$ cat src/rtl/adder_tree_accum_drain.sv
// rtl/adder_tree_accum_drain.sv - accumulate NGROUP adder-tree results into group sums drained through a small FIFO
module adder_tree_accum_drain #(
    parameter int IN_W   = 16,
    parameter int ACC_W  = 24,
    parameter int NGROUP = 4,
    parameter int DEPTH  = 4
) (
    input  logic             CLK,
    input  logic             RST,
    input  logic             i_valid,
    output logic             i_ready,
    input  logic [IN_W-1:0]  i_r,
    input  logic             i_flush,
    output logic             o_valid,
    input  logic             o_ready,
    output logic [ACC_W-1:0] o_data,
    output logic             o_partial
);

    localparam int CNT_W = (NGROUP > 1) ? $clog2(NGROUP) : 1;
    localparam int AW    = (DEPTH > 1) ? $clog2(DEPTH) : 1;
    localparam logic [CNT_W-1:0] LAST_CNT = CNT_W'(NGROUP - 1);

    if (ACC_W < IN_W + $clog2(NGROUP)) begin : g_bad_acc_w
        $error("ACC_W too narrow for IN_W and NGROUP");
    end
    if (NGROUP < 1) begin : g_bad_ngroup
        $error("NGROUP must be at least 1");
    end
    if (DEPTH < 2 || (DEPTH & (DEPTH - 1)) != 0) begin : g_bad_depth
        $error("DEPTH must be a power of two, at least 2");
    end

    typedef enum logic {
        S_EMPTY,
        S_FILL
    } state_t;

    state_t state, state_n;

    logic [ACC_W-1:0] acc, acc_n;
    logic [CNT_W-1:0] cnt, cnt_n;

    logic signed [IN_W-1:0]  r_s;
    logic signed [ACC_W-1:0] r_ext;
    logic [ACC_W-1:0]        sum;

    logic             accept;
    logic             flush;
    logic             push;
    logic             pop;
    logic             push_partial;
    logic [ACC_W-1:0] push_data;

    logic [ACC_W:0]   mem [DEPTH];
    logic [AW-1:0]    wr_ptr;
    logic [AW-1:0]    rd_ptr;
    logic [AW:0]      count;
    logic             fifo_full;
    logic             fifo_empty;

    assign fifo_full  = (count == (AW+1)'(DEPTH));
    assign fifo_empty = (count == '0);

    // Ready depends only on local occupancy, never on o_ready.
    assign i_ready = !fifo_full && !RST;
    assign o_valid = !fifo_empty && !RST;

    assign o_data    = o_valid ? mem[rd_ptr][ACC_W-1:0] : '0;
    assign o_partial = o_valid ? mem[rd_ptr][ACC_W] : 1'b0;

    assign accept = i_valid && i_ready;
    assign flush  = i_flush && i_ready;
    assign pop    = o_valid && o_ready;

    assign r_s   = i_r;
    assign r_ext = ACC_W'(r_s);
    assign sum   = acc + r_ext;

    always_ff @(posedge CLK) begin
        if (RST) begin
            state <= S_EMPTY;
            acc   <= '0;
            cnt   <= '0;
        end else begin
            state <= state_n;
            acc   <= acc_n;
            cnt   <= cnt_n;
        end
    end

    always_comb begin
        state_n      = state;
        acc_n        = acc;
        cnt_n        = cnt;
        push         = 1'b0;
        push_partial = 1'b0;
        push_data    = sum;

        if (accept) begin
            // An input arriving with a flush is folded in before the group closes.
            if (cnt == LAST_CNT || flush) begin
                push         = 1'b1;
                push_partial = (cnt != LAST_CNT);
                push_data    = sum;
                acc_n        = '0;
                cnt_n        = '0;
                state_n      = S_EMPTY;
            end else begin
                acc_n   = sum;
                cnt_n   = cnt + CNT_W'(1);
                state_n = S_FILL;
            end
        end else if (flush) begin
            case (state)
                S_FILL: begin
                    push         = 1'b1;
                    push_partial = 1'b1;
                    push_data    = acc;
                    acc_n        = '0;
                    cnt_n        = '0;
                    state_n      = S_EMPTY;
                end
                default: begin
                    state_n = S_EMPTY;
                end
            endcase
        end
    end

    always_ff @(posedge CLK) begin
        if (push) begin
            mem[wr_ptr] <= {push_partial, push_data};
        end
    end

    always_ff @(posedge CLK) begin
        if (RST) begin
            wr_ptr <= '0;
            rd_ptr <= '0;
            count  <= '0;
        end else begin
            if (push) begin
                wr_ptr <= wr_ptr + AW'(1);
            end
            if (pop) begin
                rd_ptr <= rd_ptr + AW'(1);
            end
            case ({push, pop})
                2'b10:   count <= count + (AW+1)'(1);
                2'b01:   count <= count - (AW+1)'(1);
                default: count <= count;
            endcase
        end
    end

endmodule

$ cat config.mk
export PLATFORM = sky130hd
export DESIGN_NAME = adder_tree_accum_drain
export DESIGN_NICKNAME = d
export VERILOG_FILES = /design/src/rtl/adder_tree_accum_drain.sv
export SDC_FILE = /design/constraint.sdc
export NUM_CORES = 1
export LEC_CHECK = 0
export ABC_CLOCK_PERIOD_IN_PS = 2500
export BUFFER_PORTS_ARGS = -buffer_cell sky130_fd_sc_hd__buf_2
export CAP_MARGIN = 10
export CORE_MARGIN = 8
export CORE_UTILIZATION = 50
export DETAILED_ROUTE_END_ITERATION = 10
export HOLD_SLACK_MARGIN = 0.06
export PLACE_DENSITY = 0.71
export SLEW_MARGIN = 20
export SYNTH_ARGS = -nofsm -noshare
export SYNTH_HDL_FRONTEND = slang
export SYNTH_SLANG_ARGS = --single-unit
$ cat constraint.sdc
create_clock -name CLK -period 2.5 [get_ports CLK]
set_input_delay 0.375 -clock CLK [delete_from_list [all_inputs] [get_ports CLK]]
set_output_delay 0.375 -clock CLK [all_outputs]
set_load 0.02 [all_outputs]
Yosys cells after proc, flatten, opt, wreduce, memory -nomap -nowiden
Memory sizes are Yosys's and may differ from the RTL's. A register that Yosys moved wholly into a read port is not among the register bits.
Cells that the tools add are included.
{ "word_totals": {"register_bits": 34, "ram_bits": 100, "input_bits": 21, "output_inout_bits": 27, "word_cells": 59, "n_memories": 1} }
{ "classes": {"add_sub_neg": 6, "eq_ne": 5, "mux": 27, "n_reduce_logical": 14} }
{ "mem_list": {"columns": ["name", "words", "word_bits", "read_ports", "rd_ports_with_merged_regs", "wr", "line", "rtl"], "rows": [
  ["mem", 4, 25, 1, 1, 1, "55", "logic [ACC_W:0] mem [DEPTH];"]
]} }
{ "ops": {"columns": ["cell", "n"], "rows": [
  ["two-way mux 24 bit", 8],
  ["adder 24 bit", 1],
  ["two-way mux 1 bit", 12],
  ["two-way mux 2 bit", 6],
  ["adder 2 x 1 -> 2 bit (second input constant)", 3],
  ["one-hot mux 3 bit (2 select lines)", 1],
  ["nonzero test 2 bit", 3],
  ["logical AND 1 bit", 5],
  ["== test 2 bit (second input constant)", 2],
  ["adder 3 x 1 -> 3 bit (second input constant)", 1],
  ["== test 3 bit (second input constant)", 1],
  ["logical NOT 1 bit", 3],
  ["logical NOT 3 bit", 1],
  ["subtractor 3 x 1 -> 3 bit (second input constant)", 1],
  ["== test 2 x 1 -> 1 bit (second input constant)", 1],
  ["!= test 2 bit (second input constant)", 1],
  ["AND reduction 2 bit", 1],
  ["logical OR 1 bit", 1]
]} }

Longest topological paths before layout
Gate-level depths: netlist of run 1.
{ "logic_depth": {"depth_word": 9, "depth_mapped": 11, "depth_no_buf": 11} }

Worst setup path after synthesis of run 1
OpenSTA, ideal clock, no wires.
{ "synth_path": {"path_kind": "input-to-reg", "start": "input port i_r[0]", "end": "memory mem[0][18] in the netlist's numbering, data pin", "setup_time_ns": 0.289, "t_arrival_ns": 2.274, "required_ns": 2.211, "path_slack_ns": -0.064, "stages": 9, "n_path_buf": 0, "cell_sequence": "ha_1 > fa_1 > a21oi_1 > o21ai_1 > a21oi_2 > o2111ai_2 > a311oi_1 > xor2_1 > o21ai_0"} }
{ "synth_between": {"elab_chain_cells": 4} }
{ "synth_lines": {"columns": ["element", "line", "rtl"], "rows": [
  ["from (decl)", "12", "input logic [IN_W-1:0] i_r,"],
  ["adder 24 bit (*)", "78", "assign sum = acc + r_ext;"],
  ["two-way mux 24 bit", "115", "case (state)"],
  ["two-way mux 24 bit", "114", "end else if (flush) begin"],
  ["two-way mux 24 bit (*)", "100", "if (accept) begin"],
  ["via push_data[18]", "53", "logic [ACC_W-1:0] push_data;"],
  ["to (decl)", "55", null]
]} }
Mark *: on every way through the listed nets, which the timed path passes. The rest lies on a longest branch.

Worst setup path after layout of run 1
{ "layout_path": {"start": "register acc[0]", "end": "memory mem[3][8] in the netlist's numbering, data pin"} }
{ "layout_between": {"elab_chain_cells": 4} }
{ "layout_lines": {"columns": ["element", "line", "rtl"], "rows": [
  ["from (decl)", "41", "logic [ACC_W-1:0] acc, acc_n;"],
  ["from (signal assigned)", "87", "acc <= acc_n;"],
  ["adder 24 bit (*)", "78", null],
  ["two-way mux 24 bit", "115", null],
  ["two-way mux 24 bit", "114", null],
  ["two-way mux 24 bit (*)", "100", null],
  ["via push_data[8]", "53", null]
]} }
Marks and branches as above.

==> results of run 1 <==
==> final cells by class <==
type	count	area (um^2)
clock buffers	18	429
clock inverters	14	173
fillers	1102	5090
inverters	13	48.8
multi-input cells	413	3130
flip-flops and latches	136	3730
well taps	180	225
repair buffers	119	838
==> stage by stage <==
stage,cell area [um^2],setup WS [ps],cells,total power [mW],util (%)
6_report,8570,87.4,893,6.22,62.7
5_1_grt,8570,-11.4,893,6.46,62.7
4_1_cts,8480,4.62,894,6.22,62.1
3_5_place_dp,7810,-260,860,3.66,57.1
3_3_place_gp,7810,-238,860,3.62,57.1
2_1_floorplan,6880,4.61,591,3.29,-
==> registers in the layout (all words and copies together) (netlist names), named ones only <==
| register | cells |
|---|---|
| acc | 24 |
| cnt | 2 |
| count | 3 |
| mem | 100 |
| rd_ptr | 2 |
| state | 1 |
| wr_ptr | 2 |
==> cell usage in the layout (no fill, tap or decap), types with 3 or more instances in the layout <==
| master | n |
|---|---|
| sky130_fd_sc_hd__edfxtp_1 | 100 |
| sky130_fd_sc_hd__buf_4 | 67 |
| sky130_fd_sc_hd__nand2_1 | 61 |
| sky130_fd_sc_hd__nor2_1 | 53 |
| sky130_fd_sc_hd__buf_2 | 47 |
| sky130_fd_sc_hd__a21oi_1 | 36 |
| sky130_fd_sc_hd__and2_1 | 31 |
| sky130_fd_sc_hd__dfxtp_1 | 31 |
| sky130_fd_sc_hd__o21ai_0 | 28 |
| sky130_fd_sc_hd__mux4_2 | 25 |
| sky130_fd_sc_hd__ha_1 | 24 |
| sky130_fd_sc_hd__clkbuf_16 | 17 |
| sky130_fd_sc_hd__inv_1 | 12 |
| sky130_fd_sc_hd__xor2_1 | 12 |
| sky130_fd_sc_hd__o21ai_1 | 11 |
| sky130_fd_sc_hd__xnor2_1 | 10 |
| sky130_fd_sc_hd__nor3_1 | 9 |
| sky130_fd_sc_hd__nand3_1 | 9 |
| sky130_fd_sc_hd__a21o_1 | 6 |
| sky130_fd_sc_hd__nand2b_1 | 6 |
| sky130_fd_sc_hd__and3_1 | 5 |
| sky130_fd_sc_hd__o21a_1 | 5 |
| sky130_fd_sc_hd__o21bai_1 | 5 |
| sky130_fd_sc_hd__dfxtp_2 | 5 |
| sky130_fd_sc_hd__buf_12 | 5 |
| sky130_fd_sc_hd__o21ai_2 | 4 |
| sky130_fd_sc_hd__a31o_2 | 4 |
| sky130_fd_sc_hd__nor2b_1 | 4 |
| sky130_fd_sc_hd__o31ai_1 | 4 |
| sky130_fd_sc_hd__or3_1 | 4 |
| sky130_fd_sc_hd__a22oi_1 | 4 |
| sky130_fd_sc_hd__ha_4 | 4 |
| sky130_fd_sc_hd__a21oi_2 | 3 |
| sky130_fd_sc_hd__nand4_1 | 3 |
| sky130_fd_sc_hd__o211ai_1 | 3 |
| sky130_fd_sc_hd__bufinv_16 | 3 |
| sky130_fd_sc_hd__clkinvlp_4 | 3 |
==> critical path, cell delays in order (launching register included) <==
cell and delay [ps]:
sky130_fd_sc_hd__dfxtp_2 340, sky130_fd_sc_hd__ha_4 170, sky130_fd_sc_hd__fa_2 380, sky130_fd_sc_hd__a21oi_4 160
sky130_fd_sc_hd__o21ai_2 90, sky130_fd_sc_hd__a21oi_2 210, sky130_fd_sc_hd__buf_4 160, sky130_fd_sc_hd__o21bai_1 60
sky130_fd_sc_hd__a21oi_1 170, sky130_fd_sc_hd__xor2_1 280, sky130_fd_sc_hd__o21ai_2 130
==> power breakdown <==
group	internal [mW]	switching, mW	total, mW
Clock	1.57	0.978	2.55
Combinational	0.448	0.587	1.03
Sequential	2.57	0.0566	2.63
==> worst max-delay path by stage <==
stage | end | slack, ps | cells after the start
global route | mem[2][18] | -10 | 9
detailed placement | mem[3][18] | -260 | 10
floorplan | mem[0][18] | 5 | 9
global placement | mem[0][18] | -240 | 10
CTS | mem[0][21] | 5 | 10
finish | mem[3][8] | 90 | 10
==> cell families (layout without fill, tap and decap cells) <==
| logic type | Yosys count | in the layout | synth area share [%] |
|---|---|---|---|
| adder cells (fa/ha/maj) | 31 | 31 | 5.87 |
| multiplexers | 27 | 27 | 8.49 |
| AO/OA/AOI/OAI | 134 | 134 | 12.2 |
| buffers and inverters | 42 | 164 | 2.55 |
| flip-flops | 136 | 136 | 54.2 |
| XOR/XNOR | 22 | 22 | 2.81 |
| AND/OR/NAND/NOR | 199 | 199 | 13.8 |
==> routing by layer <==
layer / up-vias / track usage [%] / part of all wire [%]
met4: 0 / 7.05 / 1.9
met5: - / 0 / 0
met3: 25 / 4.41 / 5.1
met1: 2464 / 24.4 / 46
met2: 141 / 30.6 / 47
li1: 2407 / - / -
==> what timing repair did <==
| item | in CTS | in global routing |
|---|---|---|
| resized for setup | 13 | 26 |
| setup buffers | 2 | 0 |
| setup endpoints to repair | 49 | 69 |
| pin swaps | 8 | 13 |
==> impl_metrics.xml, run 1 <==
<?xml version="1.0" encoding="UTF-8"?>
<metrics>
  <group name="outcome">
    <metric name="outcome" unit="">completed</metric>
  </group>
  <group name="run">
    <metric name="drv.max_cap_violation_count" unit="">0</metric>
  </group>
  <group name="timing">
    <metric name="maximum_clock_frequency" unit="MHz">414</metric>
    <metric name="hold_ws" unit="ps">300</metric>
    <metric name="timing.clock.skew" unit="ps">10.1</metric>
    <metric name="final.setup.tns" unit="ps">0</metric>
    <metric name="post-route-period-util" unit="%">96.5</metric>
    <metric name="finalMaxSlewViolations" unit="">0</metric>
    <metric name="timing.max_slew.rel_slack" unit="%">51.9</metric>
    <metric name="worst_pin_slew" unit="ps">722</metric>
    <metric name="timing.final.setup_violations" unit="">0</metric>
    <metric name="period_minus_slack" unit="ps">2410</metric>
    <metric name="hold_viol_final" unit="">0</metric>
  </group>
  <group name="global_routing">
    <metric name="grt_pass1_wl" unit="mm">26.1</metric>
    <metric name="first_global_vias" unit="">5050</metric>
    <metric name="globalRoute.totalOverflow" unit="">0</metric>
    <metric name="grt.total_usage" unit="%">18.9</metric>
    <metric name="grt_max_degree" unit="">36</metric>
    <metric name="antenna_violations_before_repair" unit="">0</metric>
  </group>
  <group name="drt">
    <metric name="drc" unit="">0</metric>
    <metric name="drt-vias-per-instance" unit="">5.64</metric>
    <metric name="drt_pre_antenna_iters" unit="">5</metric>
    <metric name="detail-route-antenna-nets" unit="">0</metric>
    <metric name="detail_route.wirelength" unit="mm">16.4</metric>
    <metric name="route.vias.total" unit="">5037</metric>
    <metric name="routedWlPerCell" unit="um">18.4</metric>
    <metric name="drt_initial_violations" unit="">396</metric>
  </group>
  <group name="yosys">
    <metric name="synth_nets" unit="">643</metric>
    <metric name="synthDominantCellAreaShare" unit="%">43.7</metric>
    <metric name="synth.lib_cells_used.distinct" unit="">57</metric>
    <metric name="synthTopCellsByCount" unit="">sky130_fd_sc_hd__edfxtp_1 (100), sky130_fd_sc_hd__nand2_1 (61), sky130_fd_sc_hd__nor2_1 (54), sky130_fd_sc_hd__a21oi_1 (39), sky130_fd_sc_hd__o21ai_0 (37)</metric>
    <metric name="synth-seq-area-share" unit="%">54.2</metric>
    <metric name="asyncSetResetFlopFracSynth" unit="%">0</metric>
    <metric name="synthesis.area" unit="um^2">6870</metric>
    <metric name="ys_top_cells_by_area" unit="">sky130_fd_sc_hd__edfxtp_1 (44%), sky130_fd_sc_hd__dfxtp_1 (10%), sky130_fd_sc_hd__mux4_2 (8.2%), sky130_fd_sc_hd__ha_1 (5.3%), sky130_fd_sc_hd__nand2_1 (3.3%)</metric>
    <metric name="synthesized_instance_count" unit="">591</metric>
    <metric name="synth_flop_cell" unit="">sky130_fd_sc_hd__edfxtp_1</metric>
    <metric name="average_footprint_of_a_synthesized_cell" unit="um^2">11.6</metric>
    <metric name="yosysTopAreaCell" unit="">sky130_fd_sc_hd__edfxtp_1</metric>
    <metric name="number_of_synthesized_flops_with_an_enable_pin" unit="">100</metric>
    <metric name="synth-seq-cells" unit="">136</metric>
    <metric name="synthesis.yosys.warnings" unit="">0</metric>
    <metric name="synth_most_common_cell" unit="">sky130_fd_sc_hd__edfxtp_1</metric>
  </group>
  <group name="floorplanning">
    <metric name="area_of_the_die" unit="um^2">17700</metric>
    <metric name="io_pins" unit="">48</metric>
    <metric name="core_area" unit="um^2">13700</metric>
    <metric name="rows" unit="">43</metric>
    <metric name="die_width" unit="um">133</metric>
    <metric name="die_height" unit="um">133</metric>
    <metric name="initial_core_util" unit="%">50.2</metric>
  </group>
  <group name="layout">
    <metric name="num-nets-final" unit="">752</metric>
    <metric name="areaGrowthSynthToFinish" unit="%">24.8</metric>
    <metric name="insertedDiodeCount" unit="">0</metric>
    <metric name="post_route_cells_drive_above_1_share" unit="%">30.2</metric>
  </group>
  <group name="worst_hold_path">
    <metric name="timing.hold.worst.start" unit="">RST</metric>
    <metric name="min_path_type" unit="">in -&gt; reg</metric>
    <metric name="min_delay_path_depth" unit="">3</metric>
    <metric name="worstHoldEndpoint" unit="">state</metric>
  </group>
  <group name="worst_setup_path">
    <metric name="worst_setup_path_start_kind" unit="">flip-flop</metric>
    <metric name="timing.critical_path.arrival" unit="ps">2560</metric>
    <metric name="worst_r2r_startpoint" unit="">acc[0]</metric>
    <metric name="regToRegSetupSlack" unit="ps">90</metric>
    <metric name="worst-setup-path-type" unit="">reg -&gt; reg</metric>
    <metric name="cp-startpoint" unit="">acc[0]</metric>
    <metric name="cp_max_fo" unit="">4</metric>
    <metric name="timing.critical_path.required" unit="ps">2650</metric>
    <metric name="critical_path.endpoint_type" unit="">flip-flop</metric>
    <metric name="crit-reg2reg-capture" unit="">mem[3][8]</metric>
    <metric name="rr_worst_depth" unit="">10</metric>
  </group>
  <group name="cts">
    <metric name="clkSinkCount" unit="">136</metric>
    <metric name="cts_hold_buf" unit="">0</metric>
    <metric name="ctsLongestPathBuffers" unit="">2</metric>
    <metric name="worst_skew_pair.late_latency" unit="ps">420</metric>
    <metric name="cts_max_level" unit="">4</metric>
    <metric name="cts.root.buffer_cell" unit="">sky130_fd_sc_hd__clkbuf_16</metric>
    <metric name="tritoncts" unit="">yes</metric>
    <metric name="clkTransAtPathRegs" unit="ps">60</metric>
    <metric name="number_of_buffers_inserted_during_clock_tree_synthesis" unit="">17</metric>
  </group>
  <group name="place">
    <metric name="dpl.hpwl" unit="mm">11.2</metric>
    <metric name="routabilityCongestion" unit="">0.917</metric>
    <metric name="port-buffer-count" unit="">47</metric>
  </group>
  <group name="power">
    <metric name="static-leakage-power" unit="nW">3.24</metric>
    <metric name="irDropWorstVdd" unit="V">0.000545</metric>
    <metric name="pwr_density_cell" unit="nW/um^2">726</metric>
  </group>
</metrics>
No activity file was read; power rests on OpenSTA's default activity.
==> inputs of run 2 (changes only) <==
--- a/config.mk
+++ b/config.mk
@@ -8,6 +8,7 @@
 export ABC_CLOCK_PERIOD_IN_PS = 2500
 export BUFFER_PORTS_ARGS = -buffer_cell sky130_fd_sc_hd__buf_2
 export CAP_MARGIN = 10
+export CORE_ASPECT_RATIO = 1.25
 export CORE_MARGIN = 8
 export CORE_UTILIZATION = 50
 export DETAILED_ROUTE_END_ITERATION = 10
==> run 2 against run 1 <==
Cell count is 0.90% lower. Wire length is 1.6% lower. Sequential share of layout area increased by 0.34 points. Clock-buffer cell count is 1 lower. Global-route usage decreased by 0.35 points. Design area decreased by 0.88%. Largest cell class unchanged.
==> impl_metrics.xml, run 2 (synthesis results as in run 1) <==
<?xml version="1.0" encoding="UTF-8"?>
<metrics>
  <group name="timing">
    <metric name="finalMaxSlewViolations" unit="">0</metric>
    <metric name="worst_pin_slew" unit="ps">667</metric>
    <metric name="worst_slack" unit="ps">89.8</metric>
    <metric name="hold_viol_final" unit="">0</metric>
    <metric name="period_minus_slack" unit="ps">2410</metric>
    <metric name="timing.clock.skew" unit="ps">14.8</metric>
    <metric name="grt_setup_unrepaired" unit="">true</metric>
    <metric name="maximum_clock_frequency" unit="MHz">415</metric>
    <metric name="timing.max_slew.rel_slack" unit="%">55.5</metric>
    <metric name="timing.final.setup_violations" unit="">0</metric>
    <metric name="final.setup.tns" unit="ps">0</metric>
    <metric name="post-route-period-util" unit="%">96.4</metric>
  </group>
  <group name="worst_setup_path">
    <metric name="timing.critical_path.arrival" unit="ps">2570</metric>
    <metric name="cp_max_fo" unit="">4</metric>
    <metric name="crit_slowest_cell" unit="">sky130_fd_sc_hd__ha_1</metric>
    <metric name="critical_path.endpoint_type" unit="">flip-flop</metric>
    <metric name="timing.critical_path.required" unit="ps">2660</metric>
    <metric name="rr_worst_depth" unit="">9</metric>
    <metric name="crit-reg2reg-capture" unit="">mem[3][19]</metric>
    <metric name="path_cells" unit="">ha_1, a211oi_4, o211a_1, nor3_4, or2_4, a21oi_4, xor2_1, o21ai_0, buf_4</metric>
    <metric name="timing.critical_path.slowest_cell_delay" unit="ps">330</metric>
    <metric name="worst_r2r_startpoint" unit="">acc[1]</metric>
    <metric name="regToRegSetupSlack" unit="ps">90</metric>
    <metric name="worst_setup_path_start_kind" unit="">flip-flop</metric>
    <metric name="worst-setup-path-type" unit="">reg -&gt; reg</metric>
  </group>
  <group name="layout">
    <metric name="largest-register" unit="">mem</metric>
    <metric name="largest_registers" unit="">mem x100, acc x24, count x3</metric>
    <metric name="layout_commonest_cell" unit="">sky130_fd_sc_hd__edfxtp_1</metric>
    <metric name="insertedDiodeCount" unit="">0</metric>
    <metric name="largest_register_ff_count" unit="">100</metric>
    <metric name="finalNonFillerCells" unit="">885</metric>
    <metric name="post_route_cells_drive_above_1_share" unit="%">29.4</metric>
    <metric name="num-nets-final" unit="">749</metric>
    <metric name="areaGrowthSynthToFinish" unit="%">23.7</metric>
    <metric name="layout.filler_cells" unit="">1029</metric>
    <metric name="layout.cells.most_common_list" unit="">sky130_fd_sc_hd__edfxtp_1 (100), sky130_fd_sc_hd__buf_4 (62), sky130_fd_sc_hd__nand2_1 (61)</metric>
  </group>
  <group name="floorplanning">
    <metric name="core_area" unit="um^2">13600</metric>
    <metric name="io_pins" unit="">48</metric>
    <metric name="rows" unit="">48</metric>
    <metric name="area_of_the_die" unit="um^2">17800</metric>
    <metric name="die_width" unit="um">121</metric>
    <metric name="die_height" unit="um">147</metric>
    <metric name="initial_core_util" unit="%">50.4</metric>
  </group>
  <group name="global_routing">
    <metric name="grt_max_degree" unit="">40</metric>
    <metric name="globalRoute.totalOverflow" unit="">0</metric>
    <metric name="antenna_violations_before_repair" unit="">0</metric>
    <metric name="grt.total_usage" unit="%">18.6</metric>
    <metric name="grt_pass1_wl" unit="mm">25.7</metric>
    <metric name="first_global_vias" unit="">5070</metric>
  </group>
  <group name="place">
    <metric name="routabilityCongestion" unit="">0.889</metric>
    <metric name="port-buffer-count" unit="">47</metric>
    <metric name="dpl.hpwl" unit="mm">11.0</metric>
    <metric name="dp.cells" unit="">850</metric>
    <metric name="place_ws" unit="ps">-325</metric>
  </group>
  <group name="outcome">
    <metric name="outcome" unit="">completed</metric>
  </group>
  <group name="worst_hold_path">
    <metric name="min_delay_path_depth" unit="">3</metric>
    <metric name="worstHoldEndpoint" unit="">acc[10]</metric>
    <metric name="timing.hold.worst.start" unit="">RST</metric>
    <metric name="min_path_type" unit="">in -&gt; reg</metric>
  </group>
  <group name="drt">
    <metric name="drc" unit="">0</metric>
    <metric name="drt-vias-per-instance" unit="">5.60</metric>
    <metric name="detail-route-antenna-nets" unit="">0</metric>
    <metric name="drt_initial_violations" unit="">344</metric>
    <metric name="detail_route.wirelength" unit="mm">16.1</metric>
    <metric name="drt_pre_antenna_iters" unit="">5</metric>
    <metric name="routedWlPerCell" unit="um">18.2</metric>
    <metric name="route.vias.total" unit="">4957</metric>
  </group>
  <group name="run">
    <metric name="drv.max_cap_violation_count" unit="">0</metric>
  </group>
  <group name="power">
    <metric name="pwr_density_cell" unit="nW/um^2">706</metric>
    <metric name="irDropWorstVdd" unit="V">0.000342</metric>
    <metric name="totalPowerFinal" unit="mW">5.99</metric>
    <metric name="static-leakage-power" unit="nW">3.21</metric>
  </group>
  <group name="cts">
    <metric name="cts.root.buffer_cell" unit="">sky130_fd_sc_hd__clkbuf_16</metric>
    <metric name="tritoncts" unit="">yes</metric>
    <metric name="worst_skew_pair.late_latency" unit="ps">420</metric>
    <metric name="cts_hold_buf" unit="">0</metric>
    <metric name="clkSinkCount" unit="">136</metric>
    <metric name="ctsLongestPathBuffers" unit="">2</metric>
    <metric name="number_of_buffers_inserted_during_clock_tree_synthesis" unit="">17</metric>
    <metric name="clkTransAtPathRegs" unit="ps">70</metric>
    <metric name="cts_max_level" unit="">4</metric>
  </group>
</metrics>
[run 2: changes by cell type in the layout (fill, tap and decap cells not counted), sizes merged]
cell / delta
clkinvlp: +1
inv: +5
clkbuf: -1
buf: -3
clkinv: -2
bufinv: -3
[run 2: final cells by class]
cell class	count	area, um^2	area share, %
well taps	175	219	2.58
multi-input cells	413	3100	36.5
flip-flops and latches	136	3730	43.9
clock inverters	15	133	1.56
repair buffers	116	841	9.90
clock buffers	17	425	5.01
inverters	13	48.8	0.574
[run 2: layer usage]
metal | global-route usage [%] | vias up | part of all wire (%)
met2 | 31.7 | 144 | 50
met3 | 3.88 | 22 | 5.8
met4 | 6.32 | 0 | 1.5
met1 | 22.8 | 2391 | 43
met5 | 0 | - | 0
li1 | - | 2400 | -
[run 2: what timing repair did]
item | in CTS | in global routing
endpoints found under the setup margin | 27 | 68
gates resized for setup | 11 | 22
pin swaps | 4 | 13
cloned | 0 | 0
setup buffers | 0 | 3
[run 2: power by group]
part           internal, mW  switching (mW)
registers              2.57          0.0533
logic                 0.442           0.580
clock network          1.31            1.04
total                  4.32            1.67
[run 2: critical path, delay by kind of cell, from the launching register on]
kind	cells	cell delay, ps
AND/OR/NAND/NOR	2	330
AO/OA/AOI/OAI	4	800
buffers and inverters	1	190
adder cells (fa/ha/maj)	1	330
flip-flops	1	320
XOR/XNOR	1	180
[run 2: worst max-delay path by stage]
| stage | cells past startpoint | endpoint | start |
|---|---|---|---|
| global placement | 10 | mem[0][18] | i_r[0] |
| global route | 8 | mem[2][22] | acc[9] |
| detailed placement | 10 | mem[0][22] | i_r[0] |
| CTS | 9 | mem[0][18] | acc[0] |
| floorplan | 9 | mem[0][18] | i_r[0] |
| finish | 9 | mem[3][19] | acc[1] |
[run 2: per-stage QoR]
step | hold WS, ps | utilization, % | instance area (um^2)
after detailed placement | 460 | 57.1 | 7790
after global routing | 296 | 62.3 | 8500
after global placement | 452 | 57.1 | 7790
after CTS | 277 | 61.6 | 8390
after floorplan | 435 | - | 6880
final | 293 | 62.3 | 8500
